**config.mk**
```make
export PLATFORM = sky130hd
export DESIGN_NAME = tlb_maint_unit_flat
export DESIGN_NICKNAME = d
export VERILOG_FILES = /design/src/rtl/tlb_maint_unit_if.sv /design/src/rtl/tlb_maint_unit.sv /design/src/flat_wrapper.sv
export SDC_FILE = /design/constraint.sdc
export NUM_CORES = 1
export LEC_CHECK = 0
export ABC_AREA = 0
export BUFFER_PORTS_ARGS = -buffer_cell sky130_fd_sc_hd__buf_2
export CORE_MARGIN = 10
export CORE_UTILIZATION = 43
export DETAILED_ROUTE_END_ITERATION = 6
export MAX_ROUTING_LAYER = met4
export PLACE_DENSITY = 0.76
export SLEW_MARGIN = 10
export SYNTH_ARGS = -nofsm -noshare
export SYNTH_HDL_FRONTEND = slang
export SYNTH_SLANG_ARGS = --single-unit
```
**constraint.sdc**
```tcl
create_clock -name clk -period 2.6 [get_ports clk]
set_clock_uncertainty 0.05 [all_clocks]
set_input_delay 0.52 -clock clk [delete_from_list [all_inputs] [get_ports clk]]
set_output_delay 0.52 -clock clk [all_outputs]
set_load 0.02 [all_outputs]
```
**src/rtl/tlb_maint_unit_if.sv**
```systemverilog
`default_nettype none
//==============================================================================
// Module  : tlb_maint_pkg / tlb_maint_if
// Brief   : TLB entry types and the commit-stage request/response bus.
// Revision: 1.0 - initial release
//==============================================================================

`ifndef _TLB_ENTRY_NUM
`define _TLB_ENTRY_NUM 16
`endif

package tlb_maint_pkg;

    localparam int TLB_NUM = `_TLB_ENTRY_NUM;
    localparam int TLB_IW  = $clog2(TLB_NUM);

    typedef struct packed {
        logic        e;
        logic [9:0]  asid;
        logic        g;
        logic        huge_page;
        logic [18:0] vppn;
    } tlb_key_t;

    typedef struct packed {
        logic [19:0] ppn;
        logic [1:0]  plv;
        logic [1:0]  mat;
        logic        d;
        logic        v;
    } tlb_data_t;

    typedef struct packed {
        tlb_key_t  key;
        tlb_data_t data0;
        tlb_data_t data1;
    } tlb_entry_t;

    typedef struct packed {
        logic [TLB_NUM-1:0] tlb_write_req;
        tlb_entry_t         tlb_write_entry;
    } tlb_write_req_t;

endpackage

interface tlb_maint_if;
    import tlb_maint_pkg::*;

    logic              req_valid;
    logic              req_ready;
    logic [2:0]        req_op;
    logic [TLB_IW-1:0] req_idx;
    tlb_entry_t        req_entry;
    logic [9:0]        srch_asid;
    logic [18:0]       srch_vppn;
    logic [4:0]        inv_op;
    logic [31:0]       inv_va;

    logic              resp_valid;
    logic              resp_hit;
    logic [TLB_IW-1:0] resp_idx;
    tlb_entry_t        resp_entry;
    logic              resp_ine;

    modport master (
        output req_valid, req_op, req_idx, req_entry, srch_asid, srch_vppn, inv_op, inv_va,
        input  req_ready, resp_valid, resp_hit, resp_idx, resp_entry, resp_ine
    );

    modport slave (
        input  req_valid, req_op, req_idx, req_entry, srch_asid, srch_vppn, inv_op, inv_va,
        output req_ready, resp_valid, resp_hit, resp_idx, resp_entry, resp_ine
    );

endinterface

`default_nettype wire

```
**src/rtl/tlb_maint_unit.sv**
```systemverilog
`default_nettype none
//==============================================================================
// Module  : tlb_maint_unit
// Brief   : Sequencer for TLBSRCH/TLBRD/TLBWR/TLBFILL/INVTLB maintenance ops.
// Revision: 1.0 - initial release
//==============================================================================

module tlb_maint_unit
    import tlb_maint_pkg::*;
#(
    parameter int TLB_ENTRY_NUM = TLB_NUM
) (
    input  wire logic                              clk,
    input  wire logic                              rst_n,
    tlb_maint_if.slave                             bus,
    output logic [$clog2(TLB_ENTRY_NUM)-1:0]       o_rd_idx,
    input  tlb_entry_t                             i_rd_entry,
    output tlb_write_req_t                         o_tlb_write_req
);

    localparam int              c_IW   = $clog2(TLB_ENTRY_NUM);
    localparam logic [c_IW-1:0] c_LAST = '1;

    localparam logic [2:0] c_OP_SRCH = 3'd0;
    localparam logic [2:0] c_OP_RD   = 3'd1;
    localparam logic [2:0] c_OP_WR   = 3'd2;
    localparam logic [2:0] c_OP_FILL = 3'd3;
    localparam logic [2:0] c_OP_INV  = 3'd4;

    typedef enum logic [2:0] {
        S_IDLE  = 3'd0,
        S_WRITE = 3'd1,
        S_READ  = 3'd2,
        S_SCAN  = 3'd3,
        S_RESP  = 3'd4
    } state_t;

    state_t          r_state,      w_nxt_state;
    logic [c_IW-1:0] r_scan_idx,   w_nxt_scan_idx;
    logic            r_ready,      w_nxt_ready;
    tlb_write_req_t  r_wr,         w_nxt_wr;
    logic            r_resp_valid, w_nxt_resp_valid;
    logic            r_resp_hit,   w_nxt_resp_hit;
    logic [c_IW-1:0] r_resp_idx,   w_nxt_resp_idx;
    tlb_entry_t      r_resp_entry, w_nxt_resp_entry;
    logic            r_resp_ine,   w_nxt_resp_ine;

    logic [c_IW-1:0] r_fill_ctr;
    logic [2:0]      r_op;
    logic [c_IW-1:0] r_idx;
    logic [9:0]      r_asid;
    logic [18:0]     r_vppn;
    logic [4:0]      r_inv_op;
    logic [18:0]     r_inv_vpn;

    logic            w_accept;
    logic [c_IW-1:0] w_wr_idx;
    logic            w_last;
    logic            w_asid_eq;
    logic            w_srch_match;
    logic            w_inv_match;
    tlb_entry_t      w_clr_entry;
    logic            w_unused_va;

    function automatic logic [TLB_ENTRY_NUM-1:0] f_onehot(input logic [c_IW-1:0] idx);
        logic [TLB_ENTRY_NUM-1:0] v;
        v      = '0;
        v[idx] = 1'b1;
        return v;
    endfunction

    // Huge pages only compare the upper 10 bits of the VPPN.
    function automatic logic f_vpn_eq(input tlb_key_t key, input logic [18:0] vpn);
        if (key.huge_page) begin
            return key.vppn[18:9] == vpn[18:9];
        end
        return key.vppn == vpn;
    endfunction

    assign w_accept    = r_ready && bus.req_valid;
    assign w_wr_idx    = (bus.req_op == c_OP_FILL) ? r_fill_ctr : bus.req_idx;
    assign w_last      = (r_scan_idx == c_LAST);
    assign w_asid_eq   = (i_rd_entry.key.asid == r_asid);
    assign w_unused_va = ^bus.inv_va[12:0];

    assign w_srch_match = i_rd_entry.key.e && (i_rd_entry.key.g || w_asid_eq)
                          && f_vpn_eq(i_rd_entry.key, r_vppn);

    always_comb begin
        w_inv_match = 1'b0;
        case (r_inv_op)
            5'd0, 5'd1: w_inv_match = 1'b1;
            5'd2:       w_inv_match = i_rd_entry.key.e && i_rd_entry.key.g;
            5'd3:       w_inv_match = i_rd_entry.key.e && !i_rd_entry.key.g;
            5'd4:       w_inv_match = i_rd_entry.key.e && !i_rd_entry.key.g && w_asid_eq;
            5'd5:       w_inv_match = i_rd_entry.key.e && !i_rd_entry.key.g && w_asid_eq
                                      && f_vpn_eq(i_rd_entry.key, r_inv_vpn);
            5'd6:       w_inv_match = i_rd_entry.key.e && (i_rd_entry.key.g || w_asid_eq)
                                      && f_vpn_eq(i_rd_entry.key, r_inv_vpn);
            default:    w_inv_match = 1'b0;
        endcase
    end

    always_comb begin
        w_nxt_state       = r_state;
        w_nxt_scan_idx    = r_scan_idx;
        w_nxt_wr          = '0;
        w_nxt_resp_valid  = 1'b0;
        w_nxt_resp_hit    = 1'b0;
        w_nxt_resp_idx    = '0;
        w_nxt_resp_entry  = '0;
        w_nxt_resp_ine    = 1'b0;
        w_clr_entry       = i_rd_entry;
        w_clr_entry.key.e = 1'b0;

        case (r_state)
            S_IDLE: begin
                if (w_accept) begin
                    w_nxt_scan_idx = '0;
                    case (bus.req_op)
                        c_OP_WR, c_OP_FILL: begin
                            w_nxt_wr.tlb_write_req   = f_onehot(w_wr_idx);
                            w_nxt_wr.tlb_write_entry = bus.req_entry;
                            w_nxt_resp_valid         = 1'b1;
                            w_nxt_resp_idx           = w_wr_idx;
                            w_nxt_state              = S_WRITE;
                        end
                        c_OP_RD:   w_nxt_state = S_READ;
                        c_OP_SRCH: w_nxt_state = S_SCAN;
                        c_OP_INV: begin
                            if (bus.inv_op > 5'd6) begin
                                w_nxt_resp_valid = 1'b1;
                                w_nxt_resp_ine   = 1'b1;
                                w_nxt_state      = S_RESP;
                            end else begin
                                w_nxt_state = S_SCAN;
                            end
                        end
                        default: begin
                            w_nxt_resp_valid = 1'b1;
                            w_nxt_resp_ine   = 1'b1;
                            w_nxt_state      = S_RESP;
                        end
                    endcase
                end
            end
            S_WRITE: w_nxt_state = S_IDLE;
            S_READ: begin
                w_nxt_resp_valid = 1'b1;
                w_nxt_resp_entry = i_rd_entry;
                w_nxt_state      = S_RESP;
            end
            S_SCAN: begin
                if (r_op == c_OP_SRCH) begin
                    if (w_srch_match || w_last) begin
                        w_nxt_resp_valid = 1'b1;
                        w_nxt_resp_hit   = w_srch_match;
                        w_nxt_resp_idx   = w_srch_match ? r_scan_idx : '0;
                        w_nxt_state      = S_RESP;
                    end else begin
                        w_nxt_scan_idx = r_scan_idx + c_IW'(1);
                    end
                end else begin
                    // Invalidate entry i while entry i+1 is being read.
                    if (w_inv_match) begin
                        w_nxt_wr.tlb_write_req   = f_onehot(r_scan_idx);
                        w_nxt_wr.tlb_write_entry = w_clr_entry;
                    end
                    if (w_last) begin
                        w_nxt_resp_valid = 1'b1;
                        w_nxt_state      = S_RESP;
                    end else begin
                        w_nxt_scan_idx = r_scan_idx + c_IW'(1);
                    end
                end
            end
            S_RESP:  w_nxt_state = S_IDLE;
            default: w_nxt_state = S_IDLE;
        endcase
    end

    assign w_nxt_ready = (w_nxt_state == S_IDLE);

    always_ff @(posedge clk or negedge rst_n) begin
        if (!rst_n) begin
            r_state      <= S_IDLE;
            r_scan_idx   <= '0;
            r_ready      <= 1'b0;
            r_wr         <= '0;
            r_resp_valid <= 1'b0;
            r_resp_hit   <= 1'b0;
            r_resp_idx   <= '0;
            r_resp_entry <= '0;
            r_resp_ine   <= 1'b0;
        end else begin
            r_state      <= w_nxt_state;
            r_scan_idx   <= w_nxt_scan_idx;
            r_ready      <= w_nxt_ready;
            r_wr         <= w_nxt_wr;
            r_resp_valid <= w_nxt_resp_valid;
            r_resp_hit   <= w_nxt_resp_hit;
            r_resp_idx   <= w_nxt_resp_idx;
            r_resp_entry <= w_nxt_resp_entry;
            r_resp_ine   <= w_nxt_resp_ine;
        end
    end

    always_ff @(posedge clk or negedge rst_n) begin
        if (!rst_n) begin
            r_fill_ctr <= '0;
            r_op       <= '0;
            r_idx      <= '0;
            r_asid     <= '0;
            r_vppn     <= '0;
            r_inv_op   <= '0;
            r_inv_vpn  <= '0;
        end else begin
            r_fill_ctr <= r_fill_ctr + c_IW'(1);
            if (w_accept) begin
                r_op      <= bus.req_op;
                r_idx     <= bus.req_idx;
                r_asid    <= bus.srch_asid;
                r_vppn    <= bus.srch_vppn;
                r_inv_op  <= bus.inv_op;
                r_inv_vpn <= bus.inv_va[31:13];
            end
        end
    end

    assign o_rd_idx = (r_state == S_SCAN) ? r_scan_idx :
                      (r_state == S_READ) ? r_idx      : '0;

    assign o_tlb_write_req = r_wr;
    assign bus.req_ready   = r_ready;
    assign bus.resp_valid  = r_resp_valid;
    assign bus.resp_hit    = r_resp_hit;
    assign bus.resp_idx    = r_resp_idx;
    assign bus.resp_entry  = r_resp_entry;
    assign bus.resp_ine    = r_resp_ine;

endmodule

`default_nettype wire

```
**src/flat_wrapper.sv**
```systemverilog
// flat-port wrapper written by rule: the top's interface ports become plain ports
module tlb_maint_unit_flat import tlb_maint_pkg::*;
#(
    parameter int TLB_ENTRY_NUM = TLB_NUM
)
  (clk, rst_n, o_rd_idx, i_rd_entry, o_tlb_write_req, bus_req_valid, bus_req_op, bus_req_idx, bus_req_entry, bus_srch_asid, bus_srch_vppn, bus_inv_op, bus_inv_va, bus_req_ready, bus_resp_valid, bus_resp_hit, bus_resp_idx, bus_resp_entry, bus_resp_ine);
  tlb_maint_if bus_i ();
  input  wire logic clk;
  input  wire logic rst_n;
  output logic [$clog2(TLB_ENTRY_NUM)-1:0] o_rd_idx;
  input  tlb_entry_t i_rd_entry;
  output tlb_write_req_t o_tlb_write_req;
  input wire logic [$bits(bus_i.req_valid)-1:0] bus_req_valid;
  input wire logic [$bits(bus_i.req_op)-1:0] bus_req_op;
  input wire logic [$bits(bus_i.req_idx)-1:0] bus_req_idx;
  input wire logic [$bits(bus_i.req_entry)-1:0] bus_req_entry;
  input wire logic [$bits(bus_i.srch_asid)-1:0] bus_srch_asid;
  input wire logic [$bits(bus_i.srch_vppn)-1:0] bus_srch_vppn;
  input wire logic [$bits(bus_i.inv_op)-1:0] bus_inv_op;
  input wire logic [$bits(bus_i.inv_va)-1:0] bus_inv_va;
  output wire logic [$bits(bus_i.req_ready)-1:0] bus_req_ready;
  output wire logic [$bits(bus_i.resp_valid)-1:0] bus_resp_valid;
  output wire logic [$bits(bus_i.resp_hit)-1:0] bus_resp_hit;
  output wire logic [$bits(bus_i.resp_idx)-1:0] bus_resp_idx;
  output wire logic [$bits(bus_i.resp_entry)-1:0] bus_resp_entry;
  output wire logic [$bits(bus_i.resp_ine)-1:0] bus_resp_ine;
  assign bus_i.req_valid = bus_req_valid;
  assign bus_i.req_op = bus_req_op;
  assign bus_i.req_idx = bus_req_idx;
  assign bus_i.req_entry = bus_req_entry;
  assign bus_i.srch_asid = bus_srch_asid;
  assign bus_i.srch_vppn = bus_srch_vppn;
  assign bus_i.inv_op = bus_inv_op;
  assign bus_i.inv_va = bus_inv_va;
  assign bus_req_ready = bus_i.req_ready;
  assign bus_resp_valid = bus_i.resp_valid;
  assign bus_resp_hit = bus_i.resp_hit;
  assign bus_resp_idx = bus_i.resp_idx;
  assign bus_resp_entry = bus_i.resp_entry;
  assign bus_resp_ine = bus_i.resp_ine;
  tlb_maint_unit #(.TLB_ENTRY_NUM(TLB_ENTRY_NUM)) u_core (.clk(clk), .rst_n(rst_n), .bus(bus_i), .o_rd_idx(o_rd_idx), .i_rd_entry(i_rd_entry), .o_tlb_write_req(o_tlb_write_req));
endmodule
```
* Word level (Yosys, flattened, before mapping) *
Index checks and enable logic that the tools add are counted.

word-level totals
  flip-flop bits (word level) = 263
  input bits = 244
  output and inout bits = 196

cells by class
  add/sub/neg operators = 2
  magnitude comparators = 5
  equality and inequality tests = 21
  mux-type cells = 55
  reductions and logical operators = 24

operators with widths
  kind                                                               number
  two-way mux 100 bit                                                4
  case mux 100 bit (2 select lines)                                  1
  two-way mux 84 bit                                                 1
  two-way mux 4 bit                                                  12
  equality test 19 bit                                               2
  equality test 10 bit                                               3
  two-way mux 1 bit                                                  22
  case mux 4 bit (2 select lines)                                    2
  equality test 5 x 3 -> 1 bit, second input constant                3
  two-way mux 3 bit                                                  5
  equality test 3 x 2 -> 1 bit, second input constant                4
  zero test 3 bit                                                    4
  case mux 3 bit (4 select lines)                                    1
  equality test 5 x 2 -> 1 bit, second input constant                2
  logical AND 1 bit                                                  10
  less-than comparator 4 x 5 -> 1 bit, second input constant         2
  case mux 3 bit (3 select lines)                                    1
  adder 4 x 1 -> 4 bit, second input constant                        2
  demux 1 bit (select 4 bit)                                         2
  greater-or-equal comparator 4 x 1 -> 1 bit, second input constant  2
  != test 3 bit, second input constant                               2
  case mux 1 bit (6 select lines)                                    1
  OR reduction 2 bit                                                 3
  equality test 5 x 1 -> 1 bit, second input constant                1
  13 further kinds                                                   15

* Longest topological paths before layout *
  word-level depth = 9
  mapped depth = 8

* Worst setup path before layout *
No wires, ideal clock.

  kind = reg-to-reg
  start point = register u_core.r_inv_op[4]
  end point = register u_core.r_wr (netlist bit u_core.o_tlb_write_req[14])
  setup time = 0.065 ns
  arrival = 2.380 ns
  data required time = 2.485 ns
  slack = 0.105 ns
  cell stages (with the launch flop) = 9
  path buffers = 2
  period minus slack after synthesis = 2.495 ns
  cell sequence = dfrtp_1 or3b_1 or4_1 nor3_2 nand3_1 a211oi_2 buf_4 buf_4 a22o_1

RTL lines
  element                 line                   source
  from (decl)             tlb_maint_unit.sv:53   logic [4:0] r_inv_op;
  from (signal assigned)  tlb_maint_unit.sv:224  r_inv_op <= bus.inv_op;
  to (signal assigned)    tlb_maint_unit.sv:199  r_wr <= w_nxt_wr;
  to (decl)               tlb_maint_unit.sv:41   tlb_write_req_t r_wr, w_nxt_wr;

==> metrics <==
leakage power around 7.5 nW; register-to-register path setup slack 0.14 ns; number of vias per cell 5.07; kind of critical path reg2reg; result of the run finished, final reports clean; summed negative setup slack over all endpoints 0 ns; part of the total power dissipated in sequential elements 43.8%; number of maximum-capacitance constraint violations 0; Num Clock Sinks roughly 260; number of antenna violations at the first check in global routing 5; Worst Path Arrival about 2.9 ns; aggregate routed wire length 34800 um; YS warnings 0; synth cell count leaders 263 x sky130_fd_sc_hd__dfrtp_1, 88 x sky130_fd_sc_hd__and2_1, 87 x sky130_fd_sc_hd__a22o_1; average wire length per cell after detail routing about 23 um; Worst Hold Launch i_rd_entry[34]; number of buffers created by CTS 28; launch point of the worst reg-to-reg path u_core.r_inv_op[3]; Overall Global Routing Usage a little under a quarter; clock network fraction of total power 34.5%; Syn Std Cell Area 10100 um2; H-tree level count 1; CTS max path bufs 3; first-iteration detailed-routing DRC count 646; hold violation total from the final report 0; Final setup violation count 0; floorplan die area 30000 um2; clock-pin slew reported for the worst setup and hold paths after clock tree synthesis 0.06 ns; Yosys top cell area share between 60% and 70%; pin count of the biggest net entering global routing 84; I/O pin cnt 440; total overflow reported by the global router 0; critical path launch point type flop; HPWL after DPL 26400 um; capture point of the worst reg-to-reg path u_core.o_tlb_write_req[89]; Antenna Nets Post-Route 0; final critical-path required period 2.46 ns; global-route wire length before repair about 52000 um; capturing element type of the critical path flop; Overall Power 0.0117 W; x dimension of the die 173 um; number of flops mapped to enable cells by yosys 0; fraction of power consumed by combinational cells 21.6%; largest area contributor in the synthesized netlist sky130_fd_sc_hd__dfrtp_1; cell-internal power 0.00839 W; final core area utilization around three fifths; number of buffers inserted by port buffering 426; count of cell types in the netlist 42; setup repair after global routing missed its margin false; core area between 20000 and 25000 um2; number of cells produced by synthesis between 700 and 800; required time worst endpoint 3.02 ns; final routed DRC violation total 0; most numerous cell in the Yosys netlist sky130_fd_sc_hd__dfrtp_1; final slew viol count 0; Highest Clock Rate 407 MHz; critical path startpoint u_core.r_inv_op[3]; worst min-delay path category in2reg; fraction of final layout cells sized beyond drive strength 1 48.2%; final estimated routing congestion in global placement 0.912; worst supply voltage drop on vdd 0.646 mV; count of TritonRoute iterations in the first routing pass 5; Die Span Y 173 um; leading cell types by total area after synthesis sky130_fd_sc_hd__dfrtp_1 65%, sky130_fd_sc_hd__a22o_1 7.6%, sky130_fd_sc_hd__mux2_2 7.0%; clock tree from TritonCTS done; Clk Latency, worst-skew pair 0.53 ns; synthesized area per cell 14.0 um2; count of vias placed by the detailed router 7708; switching power as a share of total power 28.5%; nets about 1400; synth-to-layout area growth 38.5%; most common flop cell mapped by yosys sky130_fd_sc_hd__dfrtp_1; worst rel slew slack between 60% and 70%; initial core utilization about 44%; number of storage elements in the synthesis netlist about 260; largest driver fanout on the critical path 9; fraction of the yosys area taken by sequential cells 65.3%; worst r2r path cells 8; power per cell area 841 nW/um2; portion of the clock cycle consumed by the worst path in the final layout 94.6%; capture point of the critical path u_core.o_tlb_write_req[89]; Least-Margin Pin Slew around 0.57 ns; via count of the first global-routing pass 8325; peak per-stage delay on the critical path about 0.43 ns; proportion of synthesized flip-flops having asynchronous set or reset 100%; Site Rows 55; net count after synthesis 971; Root Buffer sky130_fd_sc_hd__clkbuf_16; cell repeated most along the worst path sky130_fd_sc_hd__buf_12; Critical Path Slowest Stage Cell sky130_fd_sc_hd__or4_4; list of cells traversed by the critical path or3b_4 > or4_4 > nor3_4 > nand3_2 > a211oi_4 > buf_12 > buf_12 > a32o_1; net switching power 0.00335 W
==> registers in the layout, indices dropped and copies added, names as in the netlist, 4 cells and up <==
register,count
u_core.bus.resp_idx,4
u_core.o_tlb_write_req,100
u_core.r_inv_vpn,19
u_core.r_inv_op,5
u_core.r_scan_idx,4
u_core.r_idx,4
u_core.r_vppn,19
u_core.r_asid,10
u_core.r_fill_ctr,4
u_core.bus.resp_entry,84
==> worst min path at each step <==
stage,to,slack (ns),depth (start not counted)
after detailed placement,u_core.o_tlb_write_req[49],0.43,1
after global routing,u_core.bus.resp_entry[46],0.14,2
after CTS,u_core.bus.resp_entry[34],0.13,2
final,u_core.bus.resp_entry[34],0.15,2
after floorplan,u_core.bus.req_ready,0.17,0
after global placement,u_core.r_fill_ctr[0],0.41,1
==> worst max-delay path, delay by kind of cell, from the launching register on <==
kind	cells	cell delay [ns]
AOI/OAI and AO/OA	2	0.48
and+or+nand+nor	4	1.11
DFF	1	0.38
buffers and inverters	2	0.36
==> final cells by class <==
class / count / area [um2]
fill: 1826 / 8890
multi-input combinational: 418 / 3360
clock inverter: 7 / 87.6
tap: 313 / 392
timing repair buffer: 463 / 2640
sequential: 263 / 6580
clock buffer: 45 / 866
inverter: 5 / 18.8
antenna: 5 / 12.5
==> metal layers <==
metal	vias to the layer above	wire length (um)	track usage, %
li1	3485	-	-
met3	67	2050	5.01
met5	-	0	-
met4	0	1160	8.88
met2	326	17600	38.0
met1	3830	14000	26.7
==> placed cells by master (no fill, tap or decap), types with 2 or more instances in the layout <==
master and n:
sky130_fd_sc_hd__xor2_1 30, sky130_fd_sc_hd__nand2_1 13, sky130_fd_sc_hd__mux2i_1 6, sky130_fd_sc_hd__nand2b_1 2
sky130_fd_sc_hd__inv_1 5, sky130_fd_sc_hd__nand4_1 5, sky130_fd_sc_hd__clkbuf_8 8, sky130_fd_sc_hd__nor3_1 9
sky130_fd_sc_hd__a21oi_1 3, sky130_fd_sc_hd__mux2_2 63, sky130_fd_sc_hd__clkbuf_16 31, sky130_fd_sc_hd__buf_12 14
sky130_fd_sc_hd__or3_1 3, sky130_fd_sc_hd__nor4_1 10, sky130_fd_sc_hd__nor2b_1 5, sky130_fd_sc_hd__bufinv_16 2
sky130_fd_sc_hd__nor4b_1 2, sky130_fd_sc_hd__xnor2_1 22, sky130_fd_sc_hd__a32o_1 11, sky130_fd_sc_hd__and3_1 4
sky130_fd_sc_hd__ha_1 5, sky130_fd_sc_hd__and2_1 87, sky130_fd_sc_hd__a32o_2 2, sky130_fd_sc_hd__o41a_1 2
sky130_fd_sc_hd__a22o_1 87, sky130_fd_sc_hd__buf_4 19, sky130_fd_sc_hd__o21ai_0 5, sky130_fd_sc_hd__diode_2 5
sky130_fd_sc_hd__nand3_1 7, sky130_fd_sc_hd__buf_2 425, sky130_fd_sc_hd__clkinv_2 4, sky130_fd_sc_hd__clkbuf_1 8
sky130_fd_sc_hd__nor2_1 16, sky130_fd_sc_hd__dfrtp_1 263
==> what timing repair did <==
| item | CTS | global route |
|---|---|---|
| hold buffers | 1 | 0 |
| hold endpoints to repair | 49 | 0 |
| pin swaps | 10 | 4 |
| cloned | 1 | 2 |
| resized for setup | 2 | 6 |
| setup buffers | 3 | 0 |
| setup endpoints to repair | 43 | 98 |
==> through the flow <==
stage | setup slack [ns] | area [um2] | cells | hold WS (ns)
3_3_place_gp | 0.0103 | 12900 | 1456 | 0.409
5_1_grt | 0.0601 | 14000 | 1519 | 0.144
6_report | 0.141 | 14000 | 1519 | 0.153
3_5_place_dp | -0.0536 | 12900 | 1456 | 0.426
2_1_floorplan | 0.105 | 10100 | 722 | 0.174
4_1_cts | -0.0171 | 13900 | 1513 | 0.127
==> logic make-up after synthesis <==
family	share of synthesized area [%]
adder cells (fa/ha/maj)	0.621
flip-flops	65.3
AND/OR/NAND/NOR	9.86
XOR/XNOR	4.52
AO/OA/AOI/OAI	10.3
multiplexers	7.64
buffers and inverters	1.70
==> power by group through the flow <==
stage          Sequential, W  Combinational (W)  Clock, W
5_1_grt              0.00523            0.00275   0.00432
3_5_place_dp         0.00522            0.00252         0
3_3_place_gp         0.00518            0.00247         0
4_1_cts              0.00515            0.00255   0.00414
6_report             0.00515            0.00254   0.00405
2_1_floorplan        0.00544            0.00127         0
Note: power is estimated with default switching activity, not from simulation.
